==> config.mk <==
export PLATFORM = sky130hd
export DESIGN_NAME = dmem_arbiter_flat
export DESIGN_NICKNAME = d
export VERILOG_FILES = /design/src/rtl/dmem_arbiter_if.sv /design/src/rtl/dmem_arbiter.sv /design/src/flat_wrapper.sv
export SDC_FILE = /design/constraint.sdc
export NUM_CORES = 1
export LEC_CHECK = 0
export BUFFER_PORTS_ARGS = -buffer_cell sky130_fd_sc_hd__buf_4
export CORE_AREA = 2 2 119 121
export CTS_CLUSTER_DIAMETER = 50
export CTS_CLUSTER_SIZE = 25
export DETAILED_ROUTE_END_ITERATION = 16
export DIE_AREA = 0 0 121 123
export HOLD_SLACK_MARGIN = 0.03
export PLACE_DENSITY = 0.54
export SYNTH_ARGS = -nofsm -noshare
export SYNTH_HDL_FRONTEND = slang
export SYNTH_SLANG_ARGS = --single-unit
==> constraint.sdc <==
create_clock -name clk -period 3.1 [get_ports clk]
set_input_delay 0.62 -clock clk [delete_from_list [all_inputs] [get_ports clk]]
set_output_delay 0.62 -clock clk [all_outputs]
set_load 0.005 [all_outputs]
==> src/rtl/dmem_arbiter_if.sv <==
// Signal bundle for the two-requester data-memory arbiter: requester ports,
// clear control and the shared memory port.
interface dmem_arbiter_if;
  logic        m0_req;
  logic        m0_we;
  logic [31:0] m0_addr;
  logic [31:0] m0_wd;
  logic        m0_gnt;
  logic [31:0] m0_rd;
  logic        m0_rvalid;

  logic        m1_req;
  logic        m1_we;
  logic [31:0] m1_addr;
  logic [31:0] m1_wd;
  logic        m1_gnt;
  logic [31:0] m1_rd;
  logic        m1_rvalid;

  logic        clr_start;
  logic        clr_busy;
  logic        clr_done;

  logic        mem_we;
  logic [31:0] mem_a;
  logic [31:0] mem_wd;
  logic [31:0] mem_rd;

  modport slave (
    input  m0_req, m0_we, m0_addr, m0_wd,
    input  m1_req, m1_we, m1_addr, m1_wd,
    input  clr_start, mem_rd,
    output m0_gnt, m0_rd, m0_rvalid,
    output m1_gnt, m1_rd, m1_rvalid,
    output clr_busy, clr_done,
    output mem_we, mem_a, mem_wd
  );

  modport master (
    output m0_req, m0_we, m0_addr, m0_wd,
    output m1_req, m1_we, m1_addr, m1_wd,
    output clr_start, mem_rd,
    input  m0_gnt, m0_rd, m0_rvalid,
    input  m1_gnt, m1_rd, m1_rvalid,
    input  clr_busy, clr_done,
    input  mem_we, mem_a, mem_wd
  );
endinterface

==> src/rtl/dmem_arbiter.sv <==
// Round-robin arbiter granting two requesters access to one shared data memory,
// with a sequencer that sweeps the whole memory to zero on request.
module dmem_arbiter #(
  parameter int unsigned DEPTH = 64
) (
  input logic           clk,
  input logic           reset,
  dmem_arbiter_if.slave bus
);

  localparam int unsigned IdxW = (DEPTH > 1) ? $clog2(DEPTH) : 1;

  typedef enum logic [0:0] {StIdle, StClear} state_e;

  state_e          state_q;
  logic [IdxW-1:0] idx_q;
  logic            last_q;  // 1: m1 was granted most recently
  logic [31:0]     m0_rd_q, m1_rd_q;
  logic            m0_rvalid_q, m1_rvalid_q;
  logic            clr_busy_q, clr_done_q;

  logic        clearing, can_grant, gnt0, gnt1, sel_we, in_range;
  logic [31:0] sel_addr, sel_wd;

  // Reset gates every combinational output so it overrides the same cycle.
  always_comb begin
    clearing  = (state_q == StClear) && !reset;
    can_grant = (state_q == StIdle) && !bus.clr_start && !reset;
    gnt0      = can_grant && bus.m0_req && (!bus.m1_req || last_q);
    gnt1      = can_grant && bus.m1_req && (!bus.m0_req || !last_q);
    sel_we    = gnt1 ? bus.m1_we   : bus.m0_we;
    sel_addr  = gnt1 ? bus.m1_addr : bus.m0_addr;
    sel_wd    = gnt1 ? bus.m1_wd   : bus.m0_wd;
    in_range  = sel_addr[31:2] < 30'(DEPTH);

    bus.mem_we = 1'b0;
    bus.mem_a  = '0;
    bus.mem_wd = '0;
    if (clearing) begin
      bus.mem_we = 1'b1;
      bus.mem_a  = 32'({idx_q, 2'b00});
    end else if (gnt0 || gnt1) begin
      bus.mem_we = sel_we && in_range;
      bus.mem_a  = sel_addr;
      bus.mem_wd = sel_wd;
    end
  end

  always_ff @(posedge clk) begin
    if (reset) begin
      state_q     <= StIdle;
      idx_q       <= '0;
      last_q      <= 1'b1;
      m0_rd_q     <= '0;
      m1_rd_q     <= '0;
      m0_rvalid_q <= 1'b0;
      m1_rvalid_q <= 1'b0;
      clr_busy_q  <= 1'b0;
      clr_done_q  <= 1'b0;
    end else begin
      clr_done_q  <= 1'b0;
      m0_rvalid_q <= 1'b0;
      m1_rvalid_q <= 1'b0;
      unique case (state_q)
        StIdle: begin
          if (bus.clr_start) begin
            state_q    <= StClear;
            idx_q      <= '0;
            clr_busy_q <= 1'b1;
          end
        end
        StClear: begin
          if (idx_q == IdxW'(DEPTH - 1)) begin
            state_q    <= StIdle;
            idx_q      <= '0;
            clr_busy_q <= 1'b0;
            clr_done_q <= 1'b1;
          end else begin
            idx_q <= idx_q + 1'b1;
          end
        end
        default: state_q <= StIdle;
      endcase

      if (gnt0 || gnt1) last_q <= gnt1;
      // Out-of-range reads still complete, returning zero.
      if (gnt0 && !bus.m0_we) begin
        m0_rd_q     <= in_range ? bus.mem_rd : '0;
        m0_rvalid_q <= 1'b1;
      end
      if (gnt1 && !bus.m1_we) begin
        m1_rd_q     <= in_range ? bus.mem_rd : '0;
        m1_rvalid_q <= 1'b1;
      end
    end
  end

  assign bus.m0_gnt    = gnt0;
  assign bus.m1_gnt    = gnt1;
  assign bus.m0_rd     = m0_rd_q;
  assign bus.m1_rd     = m1_rd_q;
  assign bus.m0_rvalid = m0_rvalid_q;
  assign bus.m1_rvalid = m1_rvalid_q;
  assign bus.clr_busy  = clr_busy_q;
  assign bus.clr_done  = clr_done_q;

endmodule

==> src/flat_wrapper.sv <==
// flat-port wrapper written by rule: the top's interface ports become plain ports
module dmem_arbiter_flat 
#(
  parameter int unsigned DEPTH = 64
)
  (clk, reset, bus_m0_req, bus_m0_we, bus_m0_addr, bus_m0_wd, bus_m1_req, bus_m1_we, bus_m1_addr, bus_m1_wd, bus_clr_start, bus_mem_rd, bus_m0_gnt, bus_m0_rd, bus_m0_rvalid, bus_m1_gnt, bus_m1_rd, bus_m1_rvalid, bus_clr_busy, bus_clr_done, bus_mem_we, bus_mem_a, bus_mem_wd);
  dmem_arbiter_if bus_i ();
  input logic clk;
  input logic reset;
  input wire logic [$bits(bus_i.m0_req)-1:0] bus_m0_req;
  input wire logic [$bits(bus_i.m0_we)-1:0] bus_m0_we;
  input wire logic [$bits(bus_i.m0_addr)-1:0] bus_m0_addr;
  input wire logic [$bits(bus_i.m0_wd)-1:0] bus_m0_wd;
  input wire logic [$bits(bus_i.m1_req)-1:0] bus_m1_req;
  input wire logic [$bits(bus_i.m1_we)-1:0] bus_m1_we;
  input wire logic [$bits(bus_i.m1_addr)-1:0] bus_m1_addr;
  input wire logic [$bits(bus_i.m1_wd)-1:0] bus_m1_wd;
  input wire logic [$bits(bus_i.clr_start)-1:0] bus_clr_start;
  input wire logic [$bits(bus_i.mem_rd)-1:0] bus_mem_rd;
  output wire logic [$bits(bus_i.m0_gnt)-1:0] bus_m0_gnt;
  output wire logic [$bits(bus_i.m0_rd)-1:0] bus_m0_rd;
  output wire logic [$bits(bus_i.m0_rvalid)-1:0] bus_m0_rvalid;
  output wire logic [$bits(bus_i.m1_gnt)-1:0] bus_m1_gnt;
  output wire logic [$bits(bus_i.m1_rd)-1:0] bus_m1_rd;
  output wire logic [$bits(bus_i.m1_rvalid)-1:0] bus_m1_rvalid;
  output wire logic [$bits(bus_i.clr_busy)-1:0] bus_clr_busy;
  output wire logic [$bits(bus_i.clr_done)-1:0] bus_clr_done;
  output wire logic [$bits(bus_i.mem_we)-1:0] bus_mem_we;
  output wire logic [$bits(bus_i.mem_a)-1:0] bus_mem_a;
  output wire logic [$bits(bus_i.mem_wd)-1:0] bus_mem_wd;
  assign bus_i.m0_req = bus_m0_req;
  assign bus_i.m0_we = bus_m0_we;
  assign bus_i.m0_addr = bus_m0_addr;
  assign bus_i.m0_wd = bus_m0_wd;
  assign bus_i.m1_req = bus_m1_req;
  assign bus_i.m1_we = bus_m1_we;
  assign bus_i.m1_addr = bus_m1_addr;
  assign bus_i.m1_wd = bus_m1_wd;
  assign bus_i.clr_start = bus_clr_start;
  assign bus_i.mem_rd = bus_mem_rd;
  assign bus_m0_gnt = bus_i.m0_gnt;
  assign bus_m0_rd = bus_i.m0_rd;
  assign bus_m0_rvalid = bus_i.m0_rvalid;
  assign bus_m1_gnt = bus_i.m1_gnt;
  assign bus_m1_rd = bus_i.m1_rd;
  assign bus_m1_rvalid = bus_i.m1_rvalid;
  assign bus_clr_busy = bus_i.clr_busy;
  assign bus_clr_done = bus_i.clr_done;
  assign bus_mem_we = bus_i.mem_we;
  assign bus_mem_a = bus_i.mem_a;
  assign bus_mem_wd = bus_i.mem_wd;
  dmem_arbiter #(.DEPTH(DEPTH)) u_core (.clk(clk), .reset(reset), .bus(bus_i));
endmodule
# Word level (Yosys, flattened, before mapping)
# Cells that the tools add are included.
# word_totals
latchBits	0
mem_bits_rw	0
output_inout_bits	135
ff_bits	76
word_cells	59
memories	0
romBits	0
inputBits	167
# classes
n_reduce_logical	22
n_addsub	1
bitwise_logic	1
mux	22
n_shift	0
magnitude_cmp	1
n_eq_ne	3
multipliers	0
div_mod_pow	0
# ops
operator	count
two-way mux 32 bit	7
less-than comparator 30 x 7 -> 1 bit, second input constant	1
two-way mux 6 bit	2
one-hot mux 6 bit (2 select lines)	1
logical AND 1 bit	10
two-way mux 1 bit	10
zero test 1 bit	7
adder 6 x 1 -> 6 bit, second input constant	1
== test 6 bit, second input constant	1
!= test 2 bit, second input constant	2
one-hot mux 1 bit (2 select lines)	2
logical OR 1 bit	3
AND reduction 2 bit	1
OR reduction 2 bit	1
NOT 1 bit	1

# Logic depth before layout (Yosys ltp)
# Gate-level depths: netlist of the first run.
# depth
word_depth	10
ltp_mapped	7
ltp_nobuf	5

# Worst setup path before layout of the first run
# Ideal clock, no wire load.
# synth_timing
path_kind	input to output
start	input reset
end	output bus_mem_we
t_required_ns	2.480
setup_slack_ns	0.276
arrival_time_ns	2.204
stages	6
n_path_buf	2
path_cell_list	or3_1 > buf_2 > or4_4 > o22ai_4 > buf_6 > a21o_1
# synth_via
elab_chain_len	9
word_cells_on_any_way	14
cone_classes	order compare (1); mux (4); reduce/logical (9)
# synth_lines
item	line	text
start: declaration	flat_wrapper.sv:9	input logic reset;
zero test 1 bit (*)	dmem_arbiter.sv:27, dmem_arbiter.sv:28	
logical AND 1 bit	dmem_arbiter.sv:28	can_grant = (state_q == StIdle) && !bus.clr_start && !reset;
logical AND 1 bit (2 in a row)	dmem_arbiter.sv:30	gnt1 = can_grant && bus.m1_req && (!bus.m0_req || !last_q);
two-way mux 32 bit	dmem_arbiter.sv:32	sel_addr = gnt1 ? bus.m1_addr : bus.m0_addr;
less-than comparator 30 x 7 -> 1 bit	dmem_arbiter.sv:34	in_range = sel_addr[31:2] < 30'(DEPTH);
logical AND 1 bit	dmem_arbiter.sv:43	bus.mem_we = sel_we && in_range;
two-way mux 1 bit	dmem_arbiter.sv:42	end else if (gnt0 || gnt1) begin
two-way mux 1 bit (*)	dmem_arbiter.sv:39	if (clearing) begin
end: declaration	flat_wrapper.sv:28	output wire logic [$bits(bus_i.mem_we)-1:0] bus_mem_we;
# Mark *: on every way between the ends. The rest lies on a longest branch, timed or not.

# Final worst setup path of the first run
# layout_timing
start	register u_core.state_q
end	output bus_mem_a[17]
# layout_via
elab_chain_len	8
word_cells_on_any_way	12
cone_classes	mux (3); bitwise (1); reduce/logical (8)
# layout_lines
item	line	text
start: declaration	dmem_arbiter.sv:15	state_e state_q;
start signal: assignment	dmem_arbiter.sv:51	state_q <= StIdle;
start signal: assignment	dmem_arbiter.sv:67	state_q <= StClear;
start signal: assignment	dmem_arbiter.sv:74	state_q <= StIdle;
NOT 1 bit	dmem_arbiter.sv:28	
logical AND 1 bit (2 in a row)	dmem_arbiter.sv:28	
logical AND 1 bit (on tied branches) (2 in a row)	dmem_arbiter.sv:30, dmem_arbiter.sv:29	
two-way mux 32 bit or logical OR 1 bit (tied branches)	dmem_arbiter.sv:32, dmem_arbiter.sv:42	
two-way mux 32 bit	dmem_arbiter.sv:42	
two-way mux 32 bit (*)	dmem_arbiter.sv:39	
end: declaration	flat_wrapper.sv:29	output wire logic [$bits(bus_i.mem_a)-1:0] bus_mem_a;
# Marked as above.

==> results of run 1 <==
cell families after synthesis:
logic type,synth area share (%)
compound gates,38.94
flops,45.75
simple gates,8.502
buf+inv,6.170
xor+xnor,0.2634
fa+ha+maj,0.3762
metrics by stage:
step	worst slack, ns	std cells	utilization (%)
2_1_floorplan	0.2760	309	-
3_3_place_gp	0.1483	771	42.59
3_5_place_dp	0.1420	771	42.59
4_1_cts	0.1174	784	44.40
5_1_grt	0.03466	785	44.42
6_report	0.1542	785	44.42
per-layer routing:
layer / vias up / share of wire, % / GRT usage, %
li1: 1856 / - / -
met1: 1898 / 38 / 24.78
met2: 216 / 48 / 34.34
met3: 25 / 11 / 7.057
met4: 0 / 2.4 / 7.049
met5: - / 0 / 0
layout by cell type (no fill, tap or decap), drive strengths merged, types with 2 or more instances in the layout:
cell    instances
nor3            3
a32o           32
buf           314
a21oi           5
a22o           91
nand3b          3
clkinv          2
nor4           11
dfxtp          76
nor3b           2
or4             3
o21ai           5
nand3           2
nand4           2
and3            2
clkbuf         10
inv             8
a222oi          6
nor2           10
nand2           3
layout make-up:
| type | count | area, µm² |
|---|---|---|
| clock inverter | 3 | 17.52 |
| fill | 1326 | 7566 |
| clock buffer | 10 | 229.0 |
| inverter | 8 | 30.03 |
| multi-input combinational | 193 | 1625 |
| timing repair buffer | 314 | 2395 |
| antenna | 1 | 2.502 |
| tap | 180 | 225.2 |
| sequential | 76 | 1521 |
path summary, 6_finish.rpt:
| path | depth (start not counted) | slack, ns | start | end |
|---|---|---|---|---|
| worst max-delay path | 6 | 0.15 | u_core.state_q | bus_mem_a[17] |
| worst min-delay path | 1 | 0.47 | u_core.bus.m0_rd[13] | u_core.bus.m0_rd[13] |
| worst max register to register | 5 | 0.71 | u_core.state_q | u_core.bus.m0_rd[15] |
| worst min register to register | 1 | 0.47 | u_core.bus.m0_rd[13] | u_core.bus.m0_rd[13] |
report_power, final:
group          internal [µW]  switching [µW]
Clock                    525             371
Combinational            214             149
Sequential               982            5.93
sequential cells by signal, indices dropped and copies added (netlist names):
register,count
u_core.bus.clr_busy,1
u_core.bus.clr_done,1
u_core.bus.m0_rd,32
u_core.bus.m0_rvalid,1
u_core.bus.m1_rd,32
u_core.bus.m1_rvalid,1
u_core.idx_q,6
u_core.last_q,1
u_core.state_q,1
worst max-delay path, stage by stage, from the launching register on:
cell and delay [ns]:
dfxtp_1 0.40, or3_1 0.50, buf_4 0.21, nor2_4 0.15
buf_12 0.28, a22o_1 0.28, buf_4 0.14
==> results.py, run 1 <==
metrics = {
    "worst_setup_path": {
        "crit_path_max_fanout": 65,
        "end_kind": "primary output",
        "start_kind": "flip-flop",
        "critPathKind": "flip-flop to primary output",
        "required_ns": 2.48,
        "cp.arrival_ns": 2.33,
    },
    "timing": {
        "skew_ns": 0.006392,
        "finalSetupViolations": 0,
        "tns_ns": 0,
        "worstMarginPinSlew_ns": 0.5596,
        "fmax_ghz": 0.3395,
        "relSlewSlack_pct": 62.35,
        "period_needed_ns": 2.946,
        "finalHoldViolCount": 0,
        "maxSlewViolCount": 0,
        "timing.final.crit_share_pct": 95.03,
        "worst_hold_slack_ns": 0.4650,
        "grt_setup_unrepaired": "no",
    },
    "clock_network": {
        "cts_setup_buffers": 0,
        "tritoncts": "yes",
        "cts.sinks": 76,
        "h-tree-depth": 3,
        "clock_latency_ns": 0.33,
        "clk_pin_slew_ns": 0.06,
        "cts_buffers": 9,
        "cts_resized": 0,
        "clockRootBuffer": "clkbuf_16",
        "cts_buffer_depth": 2,
        "cts_hold_buf": 0,
    },
    "floorplan": {
        "coreArea_um2": 13610,
        "dieArea_um2": 14880,
        "pin_count": 302,
        "start_util_pct": 24.43,
        "rows": 43,
        "die_y_um": 123,
        "die_width_um": 121,
    },
    "routing": {
        "routed_wl_um": 16210,
        "num_vias": 3995,
        "routed_via_density": 5.089,
        "antenna_left": 0,
        "drt_iter0_markers": 336,
        "dr.pass1.iters": 6,
        "post_drt_wl_per_cell_um": 20.64,
        "drc": 0,
    },
    "synthesis": {
        "syn_inst": 309,
        "synth_top_cells_by_count": "91 x a22o_1, 76 x dfxtp_1, 32 x a32o_1",
        "ys_ff_latch": 76,
        "yosysTopAreaCellShare_pct": 45.75,
        "synth_cell_types": 35,
        "ys.flop_type": "dfxtp_1",
        "ys_async_sr_fraction_pct": 0,
        "synth_most_common_cell": "a22o_1",
        "ys_seq_area_share_pct": 45.75,
        "synth_edf_count": 0,
        "yosys.area.top_type": "dfxtp_1",
        "synth_fp_nets": 477,
        "syn_area_um2": 3326,
        "synth_area_leaders": "dfxtp_1 46%, a22o_1 24%, a32o_1 9.6%",
        "ys_warn_count": 0,
        "avgSynthCellArea_um2": 10.76,
    },
    "run": {
        "cap_violations": 0,
    },
    "pwr": {
        "peakVddDrop_mv": 0.2512,
        "fin_total_pwr_uw": 2247,
        "power_density_nw_per_um2": 371.6,
        "leakagePower_uw": 0.002890,
    },
    "layout": {
        "fin_area_um2": 6046,
        "area_delta_synth_final_pct": 81.79,
        "fin_nets": 770,
        "drive_gt1_share_pct": 55.46,
    },
    "hold_path": {
        "worstHoldPathType": "flip-flop to flip-flop",
    },
    "grt": {
        "grt_pass1_vias": 3897,
        "grt_max_degree": 67,
        "antenna_found_initial": 1,
        "grtUsageTotal_pct": 20.60,
        "grt_pass1_wl_um": 23070,
        "overflow": 0,
    },
    "place": {
        "port_buffers": 301,
        "hpwlAfterDp_um": 12840,
        "finalWeightedCongestion": 0.8752,
        "placed_area_um2": 5797,
    },
    "outcome": {
        "run_status": "finished clean",
    },
}
Note: power is estimated with default switching activity, not from simulation.
==> run 2: changes to the inputs <==
--- a/config.mk
+++ b/config.mk
@@ -5,14 +5,17 @@
 export SDC_FILE = /design/constraint.sdc
 export NUM_CORES = 1
 export LEC_CHECK = 0
+export ABC_AREA = 1
 export BUFFER_PORTS_ARGS = -buffer_cell sky130_fd_sc_hd__buf_4
-export CORE_AREA = 2 2 119 121
+export CORE_MARGIN = 2
+export CORE_UTILIZATION = 30
 export CTS_CLUSTER_DIAMETER = 50
 export CTS_CLUSTER_SIZE = 25
 export DETAILED_ROUTE_END_ITERATION = 16
-export DIE_AREA = 0 0 121 123
+export GPL_ROUTABILITY_DRIVEN = 0
 export HOLD_SLACK_MARGIN = 0.03
-export PLACE_DENSITY = 0.54
+export PLACE_DENSITY = 0.59
+export SLEW_MARGIN = 15
 export SYNTH_ARGS = -nofsm -noshare
 export SYNTH_HDL_FRONTEND = slang
 export SYNTH_SLANG_ARGS = --single-unit
==> run 2 against run 1 <==
Clock skew down 0.0031 ns; final cell count grew 38%; area after synthesis increased by 25%; core utilization rose by 6.0 points; synthesized cell count grew 98%; hold slack lost 0.028 ns; power increased by 12%; critical path type unchanged; largest cell class unchanged; largest power group is now clock.
==> results.py, run 2 <==
metrics = {
    "worst_setup_path": {
        "r2r-end": "u_core.bus.m0_rd[8]",
        "slowest_stage": "dfxtp_1",
        "crit_path_max_fanout": 36,
        "start_kind": "flip-flop",
        "required_ns": 2.48,
        "cpMostUsedCell": "nand2_1",
        "cp.arrival_ns": 2.33,
        "critPathMaxStageDelay_ns": 0.37,
        "crit_path_end": "bus_mem_we",
        "critPathKind": "flip-flop to primary output",
        "regToRegStartpoint": "u_core.state_q",
        "reg2reg_depth": 13,
        "cp-startpoint": "u_core.state_q",
        "crit_chain": "nor2_4 -> nand2_4 -> nor2_8 -> buf_16 -> nand2_1 -> o21ai_0 -> nand2_1 -> nor2_1 -> nand2_1 -> nor2_4 -> nand2_1 -> o21ai_1 -> buf_4",
        "end_kind": "primary output",
        "r2r_setup_slack_ns": 0.54,
    },
    "timing": {
        "tns_ns": 0,
        "fmax_ghz": 0.3388,
        "period_needed_ns": 2.951,
        "finalHoldViolCount": 0,
        "skew_ns": 0.003279,
        "maxSlewViolCount": 0,
        "worstMarginPinSlew_ns": 0.6377,
        "grt_setup_unrepaired": "yes",
        "relSlewSlack_pct": 57.39,
        "timing.final.crit_share_pct": 95.21,
        "worst_hold_slack_ns": 0.4375,
        "finalSetupViolations": 0,
    },
    "clock_network": {
        "h-tree-depth": 3,
        "tritoncts": "yes",
        "clock_latency_ns": 0.33,
        "cts_hold_buf": 0,
        "clk_pin_slew_ns": 0.06,
        "clockRootBuffer": "clkbuf_16",
        "cts_buffer_depth": 2,
        "cts_buffers": 9,
        "cts.sinks": 76,
    },
    "floorplan": {
        "start_util_pct": 30.31,
        "die_y_um": 121.7,
        "rows": 43,
        "coreArea_um2": 13720,
        "dieArea_um2": 14820,
        "pin_count": 302,
        "die_width_um": 121.7,
    },
    "routing": {
        "num_vias": 4987,
        "drc": 0,
        "post_drt_wl_per_cell_um": 15.68,
        "antenna_left": 0,
        "routed_via_density": 4.605,
        "drt_iter0_markers": 272,
        "dr.pass1.iters": 4,
        "routed_wl_um": 16980,
    },
    "synthesis": {
        "syn_inst": 612,
        "ys.flop_type": "dfxtp_1",
        "yosysTopAreaCellShare_pct": 36.59,
        "synth_top_cells_by_count": "139 x nand2_1, 105 x a21oi_1, 76 x dfxtp_1",
        "synth_fp_nets": 780,
        "ys_async_sr_fraction_pct": 0,
        "yosys.area.top_type": "dfxtp_1",
        "ys_ff_latch": 76,
        "synth_most_common_cell": "nand2_1",
        "synth_area_leaders": "dfxtp_1 37%, a21oi_1 13%, nand2_1 13%",
        "avgSynthCellArea_um2": 6.794,
        "synth_edf_count": 0,
        "ys_warn_count": 0,
        "syn_area_um2": 4158,
        "synth_cell_types": 30,
        "ys_seq_area_share_pct": 36.59,
    },
    "grt": {
        "grt_max_degree": 73,
        "grt_pass1_wl_um": 24980,
        "overflow": 0,
        "antenna_found_initial": 0,
        "grt_pass1_vias": 4648,
        "grtUsageTotal_pct": 21.69,
    },
    "layout": {
        "layout_commonest_cell": "buf_4",
        "fin_nets": 1066,
        "num_antenna_cells": 0,
        "area_delta_synth_final_pct": 66.45,
        "drive_gt1_share_pct": 42.19,
        "final_cell_mix": "319 x buf_4, 138 x nand2_1, 105 x a21oi_1",
        "fin_cells": 1083,
    },
    "place": {
        "dp_cells": 1065,
        "port_buffers": 301,
        "hpwlAfterDp_um": 12410,
    },
    "outcome": {
        "run_status": "finished clean",
    },
    "pwr": {
        "leakagePower_uw": 0.003396,
        "power_density_nw_per_um2": 364.0,
        "peakVddDrop_mv": 0.2989,
    },
    "run": {
        "cap_violations": 0,
    },
    "hold_path": {
        "worstHoldPathType": "flip-flop to flip-flop",
    },
}
## run 2: cell count changes after synthesis, moves of 7 or more
cell,delta
a21oi_1,+100
nor4_1,-7
nand2_1,+136
clkbuf_1,+11
nor2_1,+45
a22o_1,-91
o21ai_0,+66
inv_1,+38
nand3_2,+29
a32o_1,-32
## run 2: what timing repair did
action / 4_1_cts / 5_1_grt
setup buffers: 0 / 0
pin swaps: 1 / 0
endpoints found under the setup margin: 13 / 24
gates cloned: 1 / 1
resized for setup: 0 / 3
## run 2: per-layer routing
metal	up-vias	GRT usage (%)	share of wire (%)
met2	190	35.25	47
met4	0	7.615	2.5
met1	2184	26.51	41
met5	-	0	0
li1	2587	-	-
met3	26	7.865	9.6
## run 2: critical path, delay by kind of cell, from the launching register on
kind	cells	cell delay [ns]
AO/OA/AOI/OAI	2	0.27
flip-flops	1	0.37
AND/OR/NAND/NOR	9	0.98
buffers and inverters	2	0.36
## run 2: final cells by class
| cell class | instances | area (µm²) |
|---|---|---|
| fillers | 1395 | 6799 |
| inverters | 48 | 180.2 |
| clock inverters | 4 | 48.80 |
| multi-input cells | 442 | 2251 |
| well taps | 180 | 225.2 |
| flip-flops and latches | 76 | 1521 |
| repair buffers | 321 | 2447 |
| clock buffers | 12 | 246.5 |
## run 2: power breakdown
part	switching [µW]	total [µW]	internal (µW)
Clock	393	1040	644
Sequential	14.6	1020	1000
Combinational	204	465	261
Total	611	2520	1910
## run 2: through the flow
step	setup WS [ns]	instance area [µm²]	util, %	power, µW
6_report	0.1486	6920	50.44	2519
5_1_grt	-0.06269	6920	50.44	2636
4_1_cts	0.02273	6878	50.13	2547
3_5_place_dp	0.01910	6576	47.93	1499
3_3_place_gp	0.03092	6576	47.93	1498
2_1_floorplan	0.4932	4158	-	1195
## run 2: cells by family after synthesis
family / share of synthesized area, %
flip-flops: 36.59
AND/OR/NAND/NOR: 28.38
AO/OA/AOI/OAI: 24.38
adder cells (fa/ha/maj): 0.3009
buffers and inverters: 10.35
## run 2: worst min-delay path by stage
stage,start,end,slack [ns],depth (start not counted)
final,u_core.idx_q[4],u_core.idx_q[4],0.44,1
after global routing,u_core.idx_q[4],u_core.idx_q[4],0.47,1
after CTS,u_core.idx_q[4],u_core.idx_q[4],0.44,1
after detailed placement,u_core.idx_q[4],u_core.idx_q[4],0.43,1
after global placement,u_core.idx_q[4],u_core.idx_q[4],0.43,1
after floorplan,u_core.idx_q[4],u_core.idx_q[4],0.41,1
==> run 3: changes to the inputs <==
--- a/config.mk
+++ b/config.mk
@@ -5,16 +5,16 @@
 export SDC_FILE = /design/constraint.sdc
 export NUM_CORES = 1
 export LEC_CHECK = 0
-export ABC_AREA = 1
 export BUFFER_PORTS_ARGS = -buffer_cell sky130_fd_sc_hd__buf_4
-export CORE_MARGIN = 2
-export CORE_UTILIZATION = 30
+export CORE_AREA = 2 2 119 121
 export CTS_CLUSTER_DIAMETER = 50
 export CTS_CLUSTER_SIZE = 25
 export DETAILED_ROUTE_END_ITERATION = 16
+export DIE_AREA = 0 0 121 123
 export GPL_ROUTABILITY_DRIVEN = 0
 export HOLD_SLACK_MARGIN = 0.03
-export PLACE_DENSITY = 0.59
+export PLACE_DENSITY = 0.54
+export SKIP_CTS_REPAIR_TIMING = 1
 export SLEW_MARGIN = 15
 export SYNTH_ARGS = -nofsm -noshare
 export SYNTH_HDL_FRONTEND = slang
==> run 3 against run 2 <==
Global-route usage decreased by 1.1 points; core utilization shrank 5.5 points; routed wire length is 4.3% lower; sequential cell count unchanged; hold slack improved by 0.028 ns; largest cell class unchanged; largest power group unchanged.
==> results.py, run 3 (synthesized netlist as in run 1, its figures left out) <==
metrics = {
    "outcome": {
        "run_status": "finished clean",
    },
    "grt": {
        "grt_pass1_vias": 4068,
        "overflow": 0,
        "grtUsageTotal_pct": 20.58,
        "grt_max_degree": 67,
        "grt_pass1_wl_um": 23120,
        "antenna_found_initial": 0,
    },
    "worst_setup_path": {
        "path_buf_inv": 2,
        "cp.arrival_ns": 2.37,
        "crit_chain": "or3_1 -> nor2_4 -> buf_12 -> a22o_1 -> buf_4",
        "required_ns": 2.48,
        "critPathMaxStageDelay_ns": 0.55,
        "slowest_stage": "or3_1",
        "end_kind": "primary output",
        "r2r_setup_slack_ns": 0.64,
        "reg2reg_depth": 5,
        "r2r-end": "u_core.bus.m0_rd[11]",
        "crit_path_max_fanout": 56,
        "regToRegStartpoint": "u_core.state_q",
        "start_kind": "flip-flop",
        "critPathTopFamily": "simple AND/OR/NAND/NOR gates",
        "critPathKind": "flip-flop to primary output",
    },
    "layout": {
        "num_antenna_cells": 0,
        "postLayoutCoreUtil_pct": 44.91,
        "layout_commonest_cell": "buf_4",
        "final_cell_mix": "311 x buf_4, 91 x a22o_1, 76 x dfxtp_1",
        "drive_gt1_share_pct": 55.61,
        "fillers": 1310,
        "area_delta_synth_final_pct": 83.82,
        "multi_input_area_um2": 1625,
        "fin_nets": 770,
        "regArea_um2": 1521,
    },
    "timing": {
        "tns_ns": 0,
        "finalSetupViolations": 0,
        "skew_ns": 0.007259,
        "period_needed_ns": 2.989,
        "timing.final.crit_share_pct": 96.43,
        "finalHoldViolCount": 0,
        "fmax_ghz": 0.3345,
        "maxSlewViolCount": 0,
        "relSlewSlack_pct": 58.38,
        "grt_setup_unrepaired": "no",
        "worstMarginPinSlew_ns": 0.6186,
    },
    "routing": {
        "met3_length_um": 1398,
        "top_layer": "met4",
        "drc": 0,
        "antenna_left": 0,
        "dr.pass1.iters": 7,
        "post_drt_wl_per_cell_um": 20.68,
        "num_vias": 4001,
        "dr_wl_met2_um": 7905,
        "routed_via_density": 5.090,
        "routed_wl_um": 16250,
        "drt_iter0_markers": 266,
        "m1WireLength_um": 6514,
    },
    "pwr": {
        "peakVddDrop_mv": 0.3012,
        "internal-power_uw": 1918,
        "p_sw_uw": 549.5,
        "power_frac_clock_pct": 45.3,
        "power_density_nw_per_um2": 403.5,
        "combPwrFrac_pct": 14.7,
        "swShare_pct": 22.27,
        "leakagePower_uw": 0.002926,
        "power.share.sequential_pct": 40.0,
    },
    "place": {
        "hpwlAfterDp_um": 12800,
        "port_buffers": 301,
    },
    "clock_network": {
        "tritoncts": "yes",
        "clock_latency_ns": 0.33,
        "cts_buffers": 9,
        "cts_buffer_depth": 2,
        "h-tree-depth": 3,
        "clockRootBuffer": "clkbuf_16",
        "clk_pin_slew_ns": 0.06,
        "cts.sinks": 76,
    },
    "floorplan": {
        "dieArea_um2": 14880,
        "start_util_pct": 24.43,
        "die_y_um": 123,
        "die_width_um": 121,
        "pin_count": 302,
        "coreArea_um2": 13610,
        "rows": 43,
    },
    "hold_path": {
        "hp-start": "u_core.bus.m0_rd[9]",
        "holdPathEnd": "u_core.bus.m0_rd[9]",
        "min_path_cells": 1,
        "worstHoldPathType": "flip-flop to flip-flop",
    },
    "run": {
        "cap_violations": 0,
    },
}
## run 3: cell types whose count changed in the layout (fill, tap and decap cells not counted), sizes merged, moves of 40 or more
| cell | before | now |
|---|---|---|
| nor2 | 61 | 10 |
| a22o | 0 | 91 |
| a21oi | 105 | 5 |
| nand2 | 143 | 3 |
| inv | 48 | 8 |
| o21ai | 76 | 5 |
## run 3: area by class of cell
type / instances / share of cell area, %
Timing Repair Buffer: 314 / 39.17
Clock inverter: 4 / 1.208
Multi-Input combinational cell: 193 / 26.59
Sequential cell: 76 / 24.89
Tap cell: 180 / 3.684
Inverter: 8 / 0.4912
Clock buffer: 11 / 3.971
## run 3: layer usage
layer / vias up / GRT usage [%]
met5: - / 0
met4: 0 / 7.340
met3: 21 / 6.411
met2: 192 / 35.11
met1: 1930 / 24.41
li1: 1858 / -
## run 3: worst max-delay path by stage
stage              startpoint            end  slack, ns  cells past startpoint
3_5_place_dp            reset  bus_mem_a[17]       0.11                      6
6_report       u_core.state_q  bus_mem_a[27]       0.11                      5
5_1_grt        u_core.state_q  bus_mem_a[17]      0.002                      5
4_1_cts        u_core.state_q  bus_mem_a[17]        0.1                      5
3_3_place_gp            reset     bus_mem_we       0.16                      6
2_1_floorplan           reset     bus_mem_we       0.28                      6
## run 3: power by group through the flow
stage / Clock, µW / Sequential, µW / Combinational, µW
6_report: 1120 / 986 / 363
5_1_grt: 1180 / 987 / 387
4_1_cts: 1150 / 986 / 364
3_5_place_dp: 0 / 1010 / 363
3_3_place_gp: 0 / 1010 / 358
2_1_floorplan: 0 / 1010 / 89.1
## run 3: metrics by stage
| step | setup WS [ns] | area, µm² | power, µW | hold WS [ns] | instances |
|---|---|---|---|---|---|
| finish | 0.1106 | 6113 | 2467 | 0.4658 | 786 |
| global placement | 0.1552 | 5797 | 1366 | 0.4492 | 771 |
| floorplan | 0.2760 | 3326 | 1094 | 0.4444 | 309 |
| detailed placement | 0.1136 | 5797 | 1370 | 0.4555 | 771 |
| global route | 0.001606 | 6113 | 2556 | 0.4797 | 786 |
| CTS | 0.09770 | 6113 | 2499 | 0.4690 | 786 |
